<file path="config.mk">
export PLATFORM = sky130hd
export DESIGN_NAME = lr_arbiter_flat
export DESIGN_NICKNAME = d
export VERILOG_FILES = /design/src/rtl/lr_arbiter_if.sv /design/src/rtl/lr_arbiter.sv /design/src/flat_wrapper.sv
export SDC_FILE = /design/constraint.sdc
export NUM_CORES = 1
export LEC_CHECK = 0
export ABC_AREA = 1
export CAP_MARGIN = 20
export CORE_AREA = 4 4 200 202
export DETAILED_ROUTE_END_ITERATION = 10
export DIE_AREA = 0 0 204 206
export PLACE_DENSITY_LB_ADDON = 0.15
export SLEW_MARGIN = 10
export SYNTH_ARGS = -nofsm -noshare
export SYNTH_HDL_FRONTEND = slang
export SYNTH_SLANG_ARGS = --single-unit
</file>
<file path="constraint.sdc">
create_clock -name clk -period 4.7 [get_ports clk]
set_input_delay 1.175 -clock clk [delete_from_list [all_inputs] [get_ports clk]]
set_output_delay 1.175 -clock clk [all_outputs]
set_load 0.02 [all_outputs]
</file>
<file path="src/rtl/lr_arbiter_if.sv">
// lr_arbiter port bundle: two packet sources, the merged output stream
// and the statistics counters.
interface lr_arbiter_if;
  logic         in0_req;
  logic         in1_req;
  logic         in0_ready;
  logic         in1_ready;
  logic         in0_data_wr;
  logic         in1_data_wr;
  logic [133:0] in0_data;
  logic [133:0] in1_data;
  logic         in0_data_valid;
  logic         in1_data_valid;
  logic         in0_data_valid_wr;
  logic         in1_data_valid_wr;
  logic         out_data_wr;
  logic [133:0] out_data;
  logic         out_data_valid;
  logic         out_data_valid_wr;
  logic [31:0]  port0_pkt_cnt;
  logic [31:0]  port1_pkt_cnt;
  logic [15:0]  abort_cnt;
  logic [15:0]  err_cnt;

  modport slave (
    input  in0_req, in1_req,
    input  in0_data_wr, in1_data_wr,
    input  in0_data, in1_data,
    input  in0_data_valid, in1_data_valid,
    input  in0_data_valid_wr, in1_data_valid_wr,
    output in0_ready, in1_ready,
    output out_data_wr, out_data,
    output out_data_valid, out_data_valid_wr,
    output port0_pkt_cnt, port1_pkt_cnt,
    output abort_cnt, err_cnt
  );

  modport master (
    output in0_req, in1_req,
    output in0_data_wr, in1_data_wr,
    output in0_data, in1_data,
    output in0_data_valid, in1_data_valid,
    output in0_data_valid_wr, in1_data_valid_wr,
    input  in0_ready, in1_ready,
    input  out_data_wr, out_data,
    input  out_data_valid, out_data_valid_wr,
    input  port0_pkt_cnt, port1_pkt_cnt,
    input  abort_cnt, err_cnt
  );
endinterface

</file>
<file path="src/rtl/lr_arbiter.sv">
// Packet-atomic 2-port arbiter: port 1 priority with starvation guard,
// grant timeout, length watchdog and per-port statistics.
module lr_arbiter #(
  parameter int GRANT_TIMEOUT  = 16,
  parameter int MAX_PKT_CYCLES = 64,
  parameter int P1_MAX_CONSEC  = 4
) (
  input logic         clk,
  input logic         rst,
  lr_arbiter_if.slave bus
);

  localparam int WW = $clog2(GRANT_TIMEOUT + 1);
  localparam int LW = $clog2(MAX_PKT_CYCLES + 1);
  localparam int CW = $clog2(P1_MAX_CONSEC + 1);

  localparam logic [WW-1:0] WAIT_LAST  = WW'(GRANT_TIMEOUT - 1);
  localparam logic [LW-1:0] LEN_MAX    = LW'(MAX_PKT_CYCLES);
  localparam logic [CW-1:0] CONSEC_MAX = CW'(P1_MAX_CONSEC);

  localparam logic [1:0] S_IDLE  = 2'd0;
  localparam logic [1:0] S_GRANT = 2'd1;
  localparam logic [1:0] S_XFER  = 2'd2;
  localparam logic [1:0] S_ABORT = 2'd3;

  localparam logic [1:0] T_HEAD = 2'b01;
  localparam logic [1:0] T_TAIL = 2'b10;

  logic [1:0]    r_state;
  logic          r_req0;
  logic          r_req1;
  logic          r_rdy0;
  logic          r_rdy1;
  logic          r_gnt;
  logic          r_hold;
  logic [WW-1:0] r_wait;
  logic [LW-1:0] r_len;
  logic [CW-1:0] r_consec;

  logic          r_out_wr;
  logic [133:0]  r_out_data;
  logic          r_out_v;
  logic          r_out_vwr;
  logic [31:0]   r_pkt0;
  logic [31:0]   r_pkt1;
  logic [15:0]   r_abort;
  logic [15:0]   r_err;

  logic          w_g_wr;
  logic [133:0]  w_g_data;
  logic          w_g_v;
  logic          w_g_vwr;
  logic [1:0]    w_g_type;
  logic          w_stray0;
  logic          w_stray1;
  logic          w_proto;
  logic [15:0]   w_err_inc;
  logic [LW-1:0] w_len_nxt;
  logic          w_pick1;

  always_comb begin
    w_g_wr   = bus.in0_data_wr;
    w_g_data = bus.in0_data;
    w_g_v    = bus.in0_data_valid;
    w_g_vwr  = bus.in0_data_valid_wr;
    if (r_gnt) begin
      w_g_wr   = bus.in1_data_wr;
      w_g_data = bus.in1_data;
      w_g_v    = bus.in1_data_valid;
      w_g_vwr  = bus.in1_data_valid_wr;
    end
  end

  assign w_g_type  = w_g_data[133:132];
  assign w_len_nxt = r_len + LW'(1);

  // A port holds a grant exactly while its ready is high.
  assign w_stray0 = bus.in0_data_wr & ~r_rdy0;
  assign w_stray1 = bus.in1_data_wr & ~r_rdy1;

  always_comb begin
    w_proto = 1'b0;
    if (w_g_wr) begin
      if (r_state == S_GRANT)
        w_proto = (w_g_type != T_HEAD);
      else if (r_state == S_XFER)
        w_proto = (w_g_type == T_HEAD);
    end
  end

  assign w_err_inc = {15'd0, w_stray0}
                   + {15'd0, w_stray1}
                   + {15'd0, w_proto};

  assign w_pick1 = r_req1 &
    (~r_req0 | (r_consec < CONSEC_MAX));

  always_ff @(posedge clk) begin
    if (rst) begin
      r_state    <= S_IDLE;
      r_req0     <= 1'b0;
      r_req1     <= 1'b0;
      r_rdy0     <= 1'b0;
      r_rdy1     <= 1'b0;
      r_gnt      <= 1'b0;
      r_hold     <= 1'b0;
      r_wait     <= '0;
      r_len      <= '0;
      r_consec   <= '0;
      r_out_wr   <= 1'b0;
      r_out_data <= '0;
      r_out_v    <= 1'b0;
      r_out_vwr  <= 1'b0;
      r_pkt0     <= '0;
      r_pkt1     <= '0;
      r_abort    <= '0;
      r_err      <= '0;
    end else begin
      r_req0     <= bus.in0_req;
      r_req1     <= bus.in1_req;
      r_out_wr   <= 1'b0;
      r_out_data <= '0;
      r_out_v    <= 1'b0;
      r_out_vwr  <= 1'b0;
      r_err      <= r_err + w_err_inc;

      unique case (r_state)
        S_IDLE: begin
          // One dead cycle after every packet or revoked grant.
          if (r_hold) begin
            r_hold <= 1'b0;
          end else if (w_pick1) begin
            r_rdy1   <= 1'b1;
            r_gnt    <= 1'b1;
            r_wait   <= '0;
            r_state  <= S_GRANT;
            r_consec <= r_req0 ? r_consec + CW'(1) : '0;
          end else if (r_req0) begin
            r_rdy0   <= 1'b1;
            r_gnt    <= 1'b0;
            r_wait   <= '0;
            r_state  <= S_GRANT;
            r_consec <= '0;
          end
        end

        S_GRANT: begin
          if (w_g_wr && w_g_type == T_HEAD) begin
            r_out_wr   <= 1'b1;
            r_out_data <= w_g_data;
            r_out_v    <= w_g_v;
            r_out_vwr  <= w_g_vwr;
            r_len      <= LW'(1);
            r_state    <= S_XFER;
          end else if (r_wait == WAIT_LAST) begin
            r_rdy0  <= 1'b0;
            r_rdy1  <= 1'b0;
            r_hold  <= 1'b1;
            r_state <= S_IDLE;
          end else begin
            r_wait <= r_wait + WW'(1);
          end
        end

        S_XFER: begin
          if (w_g_wr && w_g_type == T_HEAD) begin
            r_rdy0  <= 1'b0;
            r_rdy1  <= 1'b0;
            r_state <= S_ABORT;
          end else begin
            if (w_g_wr) begin
              r_out_wr   <= 1'b1;
              r_out_data <= w_g_data;
              r_out_v    <= w_g_v;
              r_out_vwr  <= w_g_vwr;
            end
            if (w_g_wr && w_g_type == T_TAIL) begin
              r_rdy0  <= 1'b0;
              r_rdy1  <= 1'b0;
              r_hold  <= 1'b1;
              r_state <= S_IDLE;
              if (r_gnt) r_pkt1 <= r_pkt1 + 32'd1;
              else       r_pkt0 <= r_pkt0 + 32'd1;
            end else begin
              r_len <= w_len_nxt;
              if (w_len_nxt == LEN_MAX) begin
                r_rdy0  <= 1'b0;
                r_rdy1  <= 1'b0;
                r_state <= S_ABORT;
              end
            end
          end
        end

        S_ABORT: begin
          // Forced tail marked drop so downstream discards the stub.
          r_out_wr   <= 1'b1;
          r_out_data <= {T_TAIL, 132'd0};
          r_out_v    <= 1'b0;
          r_out_vwr  <= 1'b1;
          r_abort    <= r_abort + 16'd1;
          r_hold     <= 1'b1;
          r_state    <= S_IDLE;
        end

        default: r_state <= S_IDLE;
      endcase
    end
  end

  assign bus.in0_ready         = r_rdy0;
  assign bus.in1_ready         = r_rdy1;
  assign bus.out_data_wr       = r_out_wr;
  assign bus.out_data          = r_out_data;
  assign bus.out_data_valid    = r_out_v;
  assign bus.out_data_valid_wr = r_out_vwr;
  assign bus.port0_pkt_cnt     = r_pkt0;
  assign bus.port1_pkt_cnt     = r_pkt1;
  assign bus.abort_cnt         = r_abort;
  assign bus.err_cnt           = r_err;

endmodule

</file>
<file path="src/flat_wrapper.sv">
// flat-port wrapper written by rule: the top's interface ports become plain ports
module lr_arbiter_flat 
#(
  parameter int GRANT_TIMEOUT  = 16,
  parameter int MAX_PKT_CYCLES = 64,
  parameter int P1_MAX_CONSEC  = 4
)
  (clk, rst, bus_in0_req, bus_in1_req, bus_in0_data_wr, bus_in1_data_wr, bus_in0_data, bus_in1_data, bus_in0_data_valid, bus_in1_data_valid, bus_in0_data_valid_wr, bus_in1_data_valid_wr, bus_in0_ready, bus_in1_ready, bus_out_data_wr, bus_out_data, bus_out_data_valid, bus_out_data_valid_wr, bus_port0_pkt_cnt, bus_port1_pkt_cnt, bus_abort_cnt, bus_err_cnt);
  lr_arbiter_if bus_i ();
  input logic clk;
  input logic rst;
  input wire logic [$bits(bus_i.in0_req)-1:0] bus_in0_req;
  input wire logic [$bits(bus_i.in1_req)-1:0] bus_in1_req;
  input wire logic [$bits(bus_i.in0_data_wr)-1:0] bus_in0_data_wr;
  input wire logic [$bits(bus_i.in1_data_wr)-1:0] bus_in1_data_wr;
  input wire logic [$bits(bus_i.in0_data)-1:0] bus_in0_data;
  input wire logic [$bits(bus_i.in1_data)-1:0] bus_in1_data;
  input wire logic [$bits(bus_i.in0_data_valid)-1:0] bus_in0_data_valid;
  input wire logic [$bits(bus_i.in1_data_valid)-1:0] bus_in1_data_valid;
  input wire logic [$bits(bus_i.in0_data_valid_wr)-1:0] bus_in0_data_valid_wr;
  input wire logic [$bits(bus_i.in1_data_valid_wr)-1:0] bus_in1_data_valid_wr;
  output wire logic [$bits(bus_i.in0_ready)-1:0] bus_in0_ready;
  output wire logic [$bits(bus_i.in1_ready)-1:0] bus_in1_ready;
  output wire logic [$bits(bus_i.out_data_wr)-1:0] bus_out_data_wr;
  output wire logic [$bits(bus_i.out_data)-1:0] bus_out_data;
  output wire logic [$bits(bus_i.out_data_valid)-1:0] bus_out_data_valid;
  output wire logic [$bits(bus_i.out_data_valid_wr)-1:0] bus_out_data_valid_wr;
  output wire logic [$bits(bus_i.port0_pkt_cnt)-1:0] bus_port0_pkt_cnt;
  output wire logic [$bits(bus_i.port1_pkt_cnt)-1:0] bus_port1_pkt_cnt;
  output wire logic [$bits(bus_i.abort_cnt)-1:0] bus_abort_cnt;
  output wire logic [$bits(bus_i.err_cnt)-1:0] bus_err_cnt;
  assign bus_i.in0_req = bus_in0_req;
  assign bus_i.in1_req = bus_in1_req;
  assign bus_i.in0_data_wr = bus_in0_data_wr;
  assign bus_i.in1_data_wr = bus_in1_data_wr;
  assign bus_i.in0_data = bus_in0_data;
  assign bus_i.in1_data = bus_in1_data;
  assign bus_i.in0_data_valid = bus_in0_data_valid;
  assign bus_i.in1_data_valid = bus_in1_data_valid;
  assign bus_i.in0_data_valid_wr = bus_in0_data_valid_wr;
  assign bus_i.in1_data_valid_wr = bus_in1_data_valid_wr;
  assign bus_in0_ready = bus_i.in0_ready;
  assign bus_in1_ready = bus_i.in1_ready;
  assign bus_out_data_wr = bus_i.out_data_wr;
  assign bus_out_data = bus_i.out_data;
  assign bus_out_data_valid = bus_i.out_data_valid;
  assign bus_out_data_valid_wr = bus_i.out_data_valid_wr;
  assign bus_port0_pkt_cnt = bus_i.port0_pkt_cnt;
  assign bus_port1_pkt_cnt = bus_i.port1_pkt_cnt;
  assign bus_abort_cnt = bus_i.abort_cnt;
  assign bus_err_cnt = bus_i.err_cnt;
  lr_arbiter #(.GRANT_TIMEOUT(GRANT_TIMEOUT), .MAX_PKT_CYCLES(MAX_PKT_CYCLES), .P1_MAX_CONSEC(P1_MAX_CONSEC)) u_core (.clk(clk), .rst(rst), .bus(bus_i));
endmodule
</file>
======== Yosys cells after proc, flatten, opt, wreduce, memory -nomap -nowiden ========
Cells that the tools add are included.
Widths: inputs -> output; s select.
word-level totals
  register bits after elaboration ......... 256
  word-level logic and storage cells ...... 140
cells by class
  add/subtract/negate cells ............... 9
  bitwise logic cells ..................... 10
  reductions and logical operators ........ 16
  muxes and demuxes ....................... 64
  equal/unequal tests ..................... 22
  order comparisons ....................... 1
operators with widths
  operator               number
  $mux 134               4
  $pmux 134 s3           1
  $add 32x1->32 const B  2
  $mux 1                 31
  $mux 5                 5
  $mux 7                 3
  $reduce_and 4->1       5
  $ne 2x2->1 const B     9
  $add 16x1->16          1
  $add 16x1->16 const B  1
  $add 16x16->16         1
  $mux 2                 8
  $pmux 7 s2             1
  $pmux 1 s3             4
  $pmux 5 s2             1
  $mux 3                 3
  $pmux 2 s4             1
  $add 7x1->7 const B    1
  $eq 7x7->1 const B     1
  $reduce_and 7->1       1
  $eq 2x2->1 const B     3
  $ne 2x1->1 const B     3
  $not 1->1              6
  $reduce_and 6->1       1
  19 further kinds       25

======== Logic depth before layout (Yosys ltp) ========
  word-level depth ........................ 7
  depth in mapped cells ................... 18

======== Worst setup path after synthesis ========
Ideal clock, no wire load.
  path type ............................... input -> register
  from .................................... in bus_in1_data[132]
  to ...................................... reg u_core.r_err[14], in the netlist u_core.bus.err_cnt[14]
  library setup time ...................... 0.117 ns
  data arrival time ....................... 3.212 ns
  setup slack ............................. 1.371 ns
  stages .................................. 15
  required time ........................... 4.583 ns
  buffers on the path ..................... 0
  cells stage by stage .................... inv_1 -> o21ai_4 -> nand4_1 -> a21oi_1 -> fa_1 -> inv_1 -> fa_1 -> nor2_1 -> nand3_1 -> nor2_1 -> nand2_1 -> nor2_1 -> nand3_1 -> o21ai_0 -> nor2_1
between the ends
  word-level cells in the longest chain between the ends .. 7
  elaborated cells on any way between the ends .. 8
  classes of those cells .................. 2 x add/sub; 2 x eq/ne; 4 x mux
ends and longest elaborated chain
  element               RTL line            text
  from (decl)           flat_wrapper.sv:17  input wire logic [$bits(bus_i.in1_data)-1:0] bus_in1_data;
  $mux 134 (*)          lr_arbiter.sv:66    if (r_gnt) begin
  $eq 2x1->1            lr_arbiter.sv:87    w_proto = (w_g_type == T_HEAD);
  $mux 1                lr_arbiter.sv:86    else if (r_state == S_XFER)
  $mux 1 (*)            lr_arbiter.sv:84    if (r_state == S_GRANT)
  $mux 1 (*)            lr_arbiter.sv:83    if (w_g_wr) begin
  $add 16x1->16 (*)     lr_arbiter.sv:93    + {15'd0, w_proto};
  $add 16x16->16 (*)    lr_arbiter.sv:125   r_err <= r_err + w_err_inc;
  to (signal assigned)  lr_arbiter.sv:125
  to (decl)             lr_arbiter.sv:47    logic [15:0] r_err;
Every way passes the cells marked *; elsewhere a longest branch is shown, timed or not.
A chain may end at the register's enable or synchronous reset.

======== Worst setup path in the final report ========
  from .................................... in bus_in1_data[133]
  to ...................................... reg u_core.r_err[14], in the netlist u_core.bus.err_cnt[14]
The elaborated chain is that of the path after synthesis.

==> results.ini <==
[clocking]
cts_max_level=1
clk_latency_ns=0.58
cts_setup_buffers=0
cts-root-buf=clkbuf_16
clock_path_buffers=3
cts.hold.buffers_added=0
cts.sink_count=256
clk_pin_slew_ns=0.06
numCtsBuffers=31
cts_tree=done
cts_resized=0

[power_and_ir_drop]
power.net_switching_mw=1.43
comb_power_share=0.143
sw_frac_of_total=0.250
irDropWorstVdd_uv=311
leakagePower_nw=6.86
powerDensity_nw_per_um2=315
seq_power_share=0.402
internal_power_mw=4.29
clkPwrFrac=0.455

[setup_path]
critPathRequiredTime_ns=5.17
crit_top_cell=nor2_1
crit_type=primary input to flop
path_cells=clkdlybuf4s50_1, inv_1, nand2_1, o21ai_1, nand2_2, nand2_1, a21oi_1, fa_1, inv_1, fa_1, nor2_1, nand3_1, nor2_1, nand2_1, nor2_1, nand3_1, o21ai_0, nor2_1
worst_ep_arrival_time_ns=4.01
cpPeakStageDelay_ns=0.48
crit_slowest_cell=clkdlybuf4s50_1
critPathLaunchType=primary input
crit_family=simple AND/OR/NAND/NOR gates
cp_max_fo=5
cp_num_buf_inv=3
end_kind=flop

[sta]
fin_worst_skew_ns=0.0123
setup_viol_count_final=0
slew_viol_final=0
rsz0062_at_grt=no
tightest_slew_ns=0.973
period_needed_ns=3.54
timing.final.crit_share=0.753
finalWorstSetupSlack_ns=1.16
max_freq_ghz=0.282
hold_viol=0
slew_headroom=0.351
fin_tns_setup_ns=0

[cells_and_area]
fillers=3862
num_antenna_cells=0
instances_no_fill=2659
num-nets-final=2413
areaGrowthSynthToFinish_pct=57.8
drive_gt1_frac=0.0612

[run_status]
status=completed

[die]
io_pins=513
dieArea_um2=42000
floorplan.initialDensity=0.301
dieWidth_um=204
die_h_um=206
rows=72
core_um2=38300

[grt]
grt_antenna_before_repair=5
grt_pass1_wl_um=69600
grt.overflow.total=0
grt_pass1_vias=12000
grt_max_degree=93
grt_usage=0.211

[detailed_routing]
drt_iter0_markers=463
antenna_left=0
drt-vias-per-instance=4.58
drt-total-wl_um=46500
drc=0
routedWlPerCell_um=17.5
drtPass1Iterations=5
num_vias=12200

[synthesis]
seq_area_frac_synth=0.445
synth_most_common_cell=nand2_1
syn-mean-instance-area_um2=7.07
synthTopCellsByArea=dfxtp_1 45%, nand2_1 18%, a21oi_1 6.7%, nor2_1 4.8%, inv_1 4.5%
ys_async_sr_fraction=0
ys_types=41
synth_common_cells=541 x nand2_1, 256 x dfxtp_1, 154 x a21oi_1
synthXorXnorAreaFrac=0.0114
syn_inst=1628
synth.largest_area_cell=dfxtp_1
synth_seq_cells=256
synthMuxAreaShare=0
synthAdderAreaFrac=0.0187
syn_area_um2=11500
synth-edff-count=0
synth_flop_cell=dfxtp_1
yosys.area_share.simple=0.305
yosysWarnings=0
synth.top_cell.area_share=0.445
synth_compound_area_frac=0.145
synth.net_count=1922
synth_top_family_by_area=simple AND/OR/NAND/NOR gates

[placement]
dp_slack_ns=0.576
globalplace.congestion=0.878
dp_cells=2604
port_buffers=512
dp_hpwl_um=36600

[run]
cap_violations=0

[hold_path]
hp-class=flop to flop

## state kept, by name, summed over array words and instances (netlist names)
| register | flops |
|---|---|
| u_core.bus.out_data_valid_wr | 1 |
| u_core.r_req1 | 1 |
| u_core.bus.out_data | 134 |
| u_core.bus.abort_cnt | 16 |
| u_core.r_hold | 1 |
| u_core.r_wait | 5 |
| u_core.r_consec | 3 |
| u_core.bus.in0_ready | 1 |
| u_core.bus.err_cnt | 16 |
| u_core.r_len | 7 |
| u_core.bus.port0_pkt_cnt | 32 |
| u_core.r_state | 2 |
| u_core.bus.out_data_valid | 1 |
| u_core.bus.out_data_wr | 1 |
| u_core.bus.in1_ready | 1 |
| u_core.bus.port1_pkt_cnt | 32 |
| u_core.r_gnt | 1 |
| u_core.r_req0 | 1 |
## final cells by class
cell class	count	area, um^2	share of cell area
clock buffer	47	916	0.0504
clock inverter	8	194	0.0107
inverter	141	532	0.0293
multi-input combinational	1163	5520	0.304
sequential	256	5130	0.282
tap	518	648	0.0357
timing repair buffer	526	5240	0.288
## power by group through the flow
stage | clock network (mW) | logic, mW | registers (mW)
floorplan | 0 | 0.391 | 2.37
global placement | 0 | 0.810 | 2.35
detailed placement | 0 | 0.819 | 2.35
CTS | 2.69 | 0.823 | 2.30
global route | 2.77 | 0.906 | 2.31
finish | 2.60 | 0.816 | 2.30
## path summary, 6_finish.rpt
| kind | slack [ns] | endpoint | startpoint | depth (start not counted) |
|---|---|---|---|---|
| max | 1.16 | u_core.bus.err_cnt[14] | bus_in1_data[133] | 18 |
| min | 0.47 | u_core.bus.abort_cnt[14] | u_core.bus.abort_cnt[14] | 2 |
| max reg2reg | 1.23 | u_core.bus.err_cnt[14] | u_core.r_gnt | 17 |
| min reg2reg | 0.47 | u_core.bus.abort_cnt[14] | u_core.bus.abort_cnt[14] | 2 |
## worst min-delay path, cell delays in order (launching register included)
cell,delay [ns]
dfxtp_1,0.32
inv_1,0.05
a21oi_1,0.05
## stage by stage
step	hold slack [ns]	area [um^2]	util	power [mW]
3_3_place_gp	0.459	17100	0.446	3.16
5_1_grt	0.487	18200	0.475	5.99
3_5_place_dp	0.464	17100	0.446	3.17
6_report	0.470	18200	0.475	5.72
4_1_cts	0.476	18200	0.475	5.81
2_1_floorplan	0.448	11500	-	2.76
## cell families after synthesis
kind of cell               count (synthesis)
adders and majority gates                 16
AOI/OAI and AO/OA                        277
and+or+nand+nor                          855
buffers and inverters                    209
xor gates and xnor gates                  15
DFF                                      256
## routing by layer
metal | vias to the layer above | wire, um | track usage
li1 | 6207 | - | -
met1 | 5518 | 18400 | 0.249
met2 | 368 | 23100 | 0.374
met3 | 85 | 3310 | 0.0544
met4 | 8 | 1630 | 0.0713
met5 | - | 39 | 0
## placed cells by master, fill, tap and decap left out, types with 2 or more instances in the layout
| master | instances |
|---|---|
| o21bai_1 | 3 |
| nand3_1 | 70 |
| o211ai_1 | 2 |
| dfxtp_1 | 255 |
| a21oi_1 | 154 |
| xor2_1 | 11 |
| nor2_2 | 2 |
| a31oi_1 | 4 |
| clkbuf_1 | 8 |
| nand3b_1 | 6 |
| clkbuf_16 | 31 |
| nor2_1 | 147 |
| clkbuf_8 | 8 |
| nor3_1 | 46 |
| nand2_1 | 541 |
| a21oi_2 | 59 |
| o21a_1 | 2 |
| and3_1 | 6 |
| nor4_1 | 3 |
| clkdlybuf4s50_1 | 511 |
| o21ai_1 | 2 |
| fa_1 | 2 |
| a211oi_1 | 5 |
| bufinv_16 | 6 |
| xnor2_1 | 4 |
| inv_1 | 138 |
| nor3_2 | 2 |
| nand4_1 | 22 |
| buf_4 | 13 |
| o21ai_0 | 41 |
| nor3b_1 | 8 |
| ha_1 | 14 |
Note: power is estimated with default switching activity, not from simulation.
